--- config.mk ---
export PLATFORM = sky130hd
export DESIGN_NAME = gpio_pattern_seq
export DESIGN_NICKNAME = d
export VERILOG_FILES = /design/src/rtl/gpio_pattern_seq.sv
export SDC_FILE = /design/constraint.sdc
export NUM_CORES = 1
export LEC_CHECK = 0
export CORE_MARGIN = 3
export CORE_UTILIZATION = 40
export DETAILED_ROUTE_END_ITERATION = 10
export GPL_TIMING_DRIVEN = 1
export PLACE_DENSITY = 0.77
export RECOVER_POWER = 100
export REMOVE_ABC_BUFFERS = 1
export SLEW_MARGIN = 20
export SYNTH_ARGS = -nofsm -noshare
export SYNTH_HDL_FRONTEND = slang
export SYNTH_SLANG_ARGS = --single-unit
--- constraint.sdc ---
create_clock -name mem_clk -period 3.1 [get_ports mem_clk]
set_input_delay 0.93 -clock mem_clk [delete_from_list [all_inputs] [get_ports mem_clk]]
set_output_delay 0.93 -clock mem_clk [all_outputs]
set_load 0.005 [all_outputs]
--- src/rtl/gpio_pattern_seq.sv ---
// gpio_pattern_seq: replays a register-programmed pattern table onto a GPIO block bus shared with CPU pass-through
module gpio_pattern_seq #(
  parameter int TOTAL_GPIOS = 8,
  parameter int DEPTH = 4
) (
  input  logic        mem_clk,
  input  logic        rst_n,
  input  logic        mem_valid,
  input  logic [3:0]  mem_addr,
  input  logic [31:0] mem_wdata,
  input  logic [3:0]  mem_wstrb,
  output logic        mem_ready,
  output logic [31:0] mem_rdata,
  input  logic        cg_valid,
  input  logic [3:0]  cg_addr,
  input  logic [31:0] cg_wdata,
  input  logic [3:0]  cg_wstrb,
  output logic        cg_ready,
  output logic [31:0] cg_rdata,
  output logic        gm_valid,
  output logic [3:0]  gm_addr,
  output logic [31:0] gm_wdata,
  output logic [3:0]  gm_wstrb,
  input  logic        gm_ready,
  input  logic [31:0] gm_rdata,
  output logic        busy,
  output logic        done_irq
);
  typedef enum logic [1:0] {IDLE, REQ, WAIT} state_t;
  localparam logic [2:0] DEPTH_W = 3'(DEPTH);
  state_t state, state_n;
  logic loop_r, done_r, done_set;
  logic [23:0] period_r, cnt, cnt_n, ep;
  logic [2:0] count_r, ec;
  logic [1:0] idx, idx_n;
  logic [TOTAL_GPIOS-1:0] pattern [4];
  logic wr, ctrl_wr, start, stop, clr, owned, hs, last;
  logic unused;
  assign unused = ^mem_wdata;
  assign wr = mem_valid && mem_wstrb == 4'hF;
  assign ctrl_wr = wr && mem_addr == 4'd0;
  assign start = ctrl_wr && mem_wdata[0];
  assign stop = ctrl_wr && mem_wdata[1];
  assign clr = ctrl_wr && mem_wdata[3];
  assign ec = count_r > DEPTH_W ? DEPTH_W : count_r;
  assign ep = period_r == '0 ? 24'd1 : period_r;
  assign owned = state == REQ && !cg_valid;
  assign hs = owned && gm_ready;
  assign last = {1'b0, idx} == ec - 3'd1;
  assign busy = state != IDLE;
  assign mem_ready = mem_valid;
  assign gm_valid = cg_valid || owned;
  assign gm_addr = cg_valid ? cg_addr : 4'h0;
  assign gm_wdata = cg_valid ? cg_wdata : owned ? 32'(pattern[idx]) : '0;
  assign gm_wstrb = cg_valid ? cg_wstrb : owned ? 4'hF : 4'h0;
  assign cg_ready = cg_valid && gm_ready;
  assign cg_rdata = cg_valid ? gm_rdata : '0;
  always_comb begin
    mem_rdata = '0;
    if (mem_valid)
      mem_rdata = mem_addr == 4'd0 ? {29'b0, loop_r, 2'b0} :
                  mem_addr == 4'd1 ? {8'b0, period_r} :
                  mem_addr == 4'd2 ? {29'b0, count_r} :
                  mem_addr == 4'd3 ? {28'b0, idx, done_r, busy} :
                  mem_addr[3:2] == 2'b01 ? 32'(pattern[mem_addr[1:0]]) : '0;
  end
  always_comb begin
    state_n = state;
    idx_n = idx;
    cnt_n = cnt;
    done_set = 1'b0;
    if (stop) begin
      state_n = IDLE;
      idx_n = '0;
    end else begin
      case (state)
        IDLE: begin
          if (start && ec != '0) begin
            state_n = REQ;
            idx_n = '0;
          end
          done_set = start && ec == '0;
        end
        REQ: begin
          if (hs && last && !loop_r) begin
            state_n = IDLE;
            idx_n = '0;
            done_set = 1'b1;
          end else if (hs) begin
            state_n = WAIT;
            idx_n = last ? 2'd0 : idx + 2'd1;
            cnt_n = ep;
          end
        end
        WAIT: begin
          state_n = cnt == 24'd1 ? REQ : WAIT;
          cnt_n = cnt == 24'd1 ? cnt : cnt - 24'd1;
        end
        default: state_n = IDLE;
      endcase
    end
  end
  always_ff @(posedge mem_clk or negedge rst_n) begin
    if (!rst_n) begin
      state <= IDLE;
      idx <= '0;
      cnt <= '0;
      loop_r <= 1'b0;
      period_r <= '0;
      count_r <= '0;
      done_r <= 1'b0;
      done_irq <= 1'b0;
      for (int i = 0; i < 4; i++) pattern[i] <= '0;
    end else begin
      state <= state_n;
      idx <= idx_n;
      cnt <= cnt_n;
      done_irq <= done_set;
      done_r <= done_set || (done_r && !clr);
      if (ctrl_wr) loop_r <= mem_wdata[2];
      if (wr && mem_addr == 4'd1) period_r <= mem_wdata[23:0];
      if (wr && mem_addr == 4'd2) count_r <= mem_wdata[2:0];
      if (wr && mem_addr[3:2] == 2'b01) pattern[mem_addr[1:0]] <= mem_wdata[TOTAL_GPIOS-1:0];
    end
  end
endmodule

==> impl_metrics.toml <==
[outcome]
violations_in_the_final_reports = "max-capacitance violations, max-slew violations"
outcome = "complete, but fails checks"

[final_layout]
layout-drive-gt1-share_pct = 23.1
finish.net_count = 938
layout-area-overhead-vs-synth_pct = 51.3
diodes = 0
final_util_pct = 62.4

[drt]
via_count = 5714
routed_wirelength_um = 19600
drt_drc_violations_left = 0
drtPass1Iterations = 5
routed_wire_length_per_instance_um = 19.5
vias_per_cell = 5.70
drt.antenna.violating_nets = 0
drt-initial-drc-count = 323

[critical_path]
cp_data_required_time_ps = 2170
arr_time_crit_path_ps = 2140
crit_path_start = "mem_addr[0]"
worstReg2RegEnd = "cnt[5]"
worstPathMaxFanout = 6
critical-path-max-stage-delay_ps = 540
crit_path_end_kind = "output pin"
timing_worst_setup_path_type = "input port to output pin"
slack_of_the_worst_reg_to_reg_path_ps = 320
worstPathCellList = "buf_8, buf_12, or4_4, nand2_4, buf_6, buf_6, nor3_2, buf_2"
r2r_start = "count_r[2]"
cp_top_family = "simple AND/OR/NAND/NOR gates"
cp.buffers_inverters = 5
setup.worst_path.end = "mem_rdata[0]"
worst_setup_path_start_kind = "input port"
critical-path-slowest-cell = "sky130_fd_sc_hd__or4_4"
critPathMostFrequentCell = "sky130_fd_sc_hd__buf_6"
ff2ff_path_depth = 6
critical_path_cell_count = 8

[clock_tree]
clk-insertion-delay-late_ps = 350
numCtsBuffers = 9
holdBufCountCts = 0
clock-sinks = 90
max-clock-path-buffers = 2
cts_max_level = 3
clk_pin_slew_worst_paths_ps = 70
cts_tree = "yes"
cts.root.buffer_cell = "sky130_fd_sc_hd__clkbuf_16"

[power]
netSwitchingFraction_pct = 35.0
share_clk_of_total_power_pct = 28.0
finalPower_w = 0.00399
power_frac_seq_pct = 39.1
power.internal_w = 0.00259
total_switching_power_w = 0.00140
p_leak_nw = 3.86
power.ir.vdd_worst_v = 0.000332
power.share.combinational_pct = 32.9
pwr_density_cell_nw_per_um2 = 457

[timing]
fin_worst_hold_slack_ps = 516
maxSlewHeadroom_pct = -14.0
final.setup_skew_ps = 6.10
setup-violations-final = 0
post-route-min-period_ps = 3070
setup_total_negative_slack_ps = 0
timing.fmax_mhz = 326
finalCritPeriodShare_pct = 99.0
grt_setup_unrepaired = "true"
worst_slew_pin_slew_ps = 1710
final_hold_viol_count = 0
finalMaxSlewViolations = 28

[yosys]
gate_count_after_technology_mapping = 576
synth_commonest_cells = "sky130_fd_sc_hd__dfrtp_1, sky130_fd_sc_hd__and2_1, sky130_fd_sc_hd__mux2_2, sky130_fd_sc_hd__nor2_1"
synth_area_um2 = 5770
synth_seq_cells = 90
synth_top_area_share_pct = 39.0
post_synth.cell_area_avg_um2 = 10.0
yosys-top-cells-area = "sky130_fd_sc_hd__dfrtp_1, sky130_fd_sc_hd__mux2_2, sky130_fd_sc_hd__and2_1"
ys_types = 63
synth_warnings = 0
synth_sequential_area_ratio_pct = 39.0
synth_area_leader_cell = "sky130_fd_sc_hd__dfrtp_1"
synth_top_flop_cell = "sky130_fd_sc_hd__dfrtp_1"
proportion_of_synthesized_flip_flops_having_asynchronous_set_or_reset_pct = 100
synth.most_common_cell = "sky130_fd_sc_hd__dfrtp_1"
synth-edff-count = 0

[die]
die_area_um2 = 15900
height_of_the_die_um = 126
start_util_pct = 41.2
die_w_um = 126
floorplan.rows = 43
design.portCount = 226
placeableCoreArea_um2 = 14000

[run]
cap_viol_max_count = 1

[placement]
port_buffers = 209
hpwl_um = 14700
gp_congestion = 0.903

[grt]
maximum_number_of_pins_on_one_net_before_global_route_repair = 64
grt_antenna_before_repair = 0
grt_pass1_vias = 5791
wire_length_of_the_first_global_routing_pass_um = 31400
grtUsageTotal_pct = 24.5
grt_overflow = 0

[min_path]
hp-class = "flip-flop to flip-flop"
-- cell type report --
cell class / count / area, um^2
multi-input combinational: 429 / 3300
timing repair buffer: 275 / 2610
clock buffer: 9 / 225
sequential: 90 / 2250
inverter: 12 / 45.0
clock inverter: 7 / 76.3
tap: 180 / 225
fill: 1145 / 5260
-- tightest hold or removal path, delay by kind of cell, from the launching register on --
kind               cells  cell delay, ps
DFF                    1             360
AOI/OAI and AO/OA      1              70
and+or+nand+nor        1              50
-- cell usage in the layout (no fill, tap or decap), drive strengths merged, types with 9 or more instances in the layout --
cell type        n
dlygate4sd2     16
a22o            13
a22oi           10
and3            17
nand2           26
clkbuf          17
nor4            19
a21oi           20
inv             18
nor3            14
mux2            55
a21o             9
clkdlybuf4s50  177
dfrtp           90
mux4            16
o21ai           22
and2            62
nor2            33
buf             71
-- what timing repair did --
action                                  in CTS  in global routing
endpoints found under the setup margin      35                 15
gates cloned                                 1                  0
buffers inserted                            12                  1
gates resized for setup                     82                 13
pin swaps                                    7                  3
-- stage by stage --
stage	worst slack [ps]	instance area, um^2	std cells
after detailed placement	-767	8320	973
final	31.2	8730	1002
after global routing	-40.3	8730	1002
after floorplan	213	5530	531
after global placement	-736	8320	973
after CTS	-40.9	8740	1002
-- power groups by stage --
stage | Sequential, W | Combinational [W] | Clock, W
finish | 0.00156 | 0.00131 | 0.00112
CTS | 0.00155 | 0.00129 | 0.00113
floorplan | 0.00152 | 0.000706 | 0
detailed placement | 0.00157 | 0.00127 | 0
global placement | 0.00156 | 0.00125 | 0
global route | 0.00159 | 0.00143 | 0.00118
-- layer usage --
layer,global-route usage (%),wire length (um)
met1,30.4,7790
met4,9.53,630
met5,0,0
met3,4.37,1280
met2,42.4,9850
-- registers in the layout, indices dropped and copies added, names as in the netlist --
signal,flops
cnt,24
count_r,3
done_irq,1
done_r,1
idx,2
loop_r,1
pattern,32
period_r,24
state,2
-- how the worst min path moves through the flow --
stage                     startpoint            to  slack (ps)  depth (start not counted)
after floorplan               done_r        done_r         440                          1
after global placement       cnt[22]       cnt[22]         490                          1
after detailed placement     cnt[22]       cnt[22]         500                          1
after CTS                      rst_n  period_r[20]         510                          1
after global routing         cnt[19]       cnt[19]         550                          2
final                     pattern[9]    pattern[9]         520                          2
-- kinds of logic (layout without fill, tap and decap cells) --
kind of cell	after synthesis	count (layout)	share of synthesized area (%)
AND/OR/NAND/NOR	216	216	21.3
AO/OA/AOI/OAI	126	126	15.7
flip-flops	90	90	39.0
multiplexers	73	73	17.3
buffers and inverters	64	303	5.29
adder cells (fa/ha/maj)	4	4	0.868
XOR/XNOR	2	2	0.304
other	1	8	0.0650
Note: power is estimated with default switching activity, not from simulation.
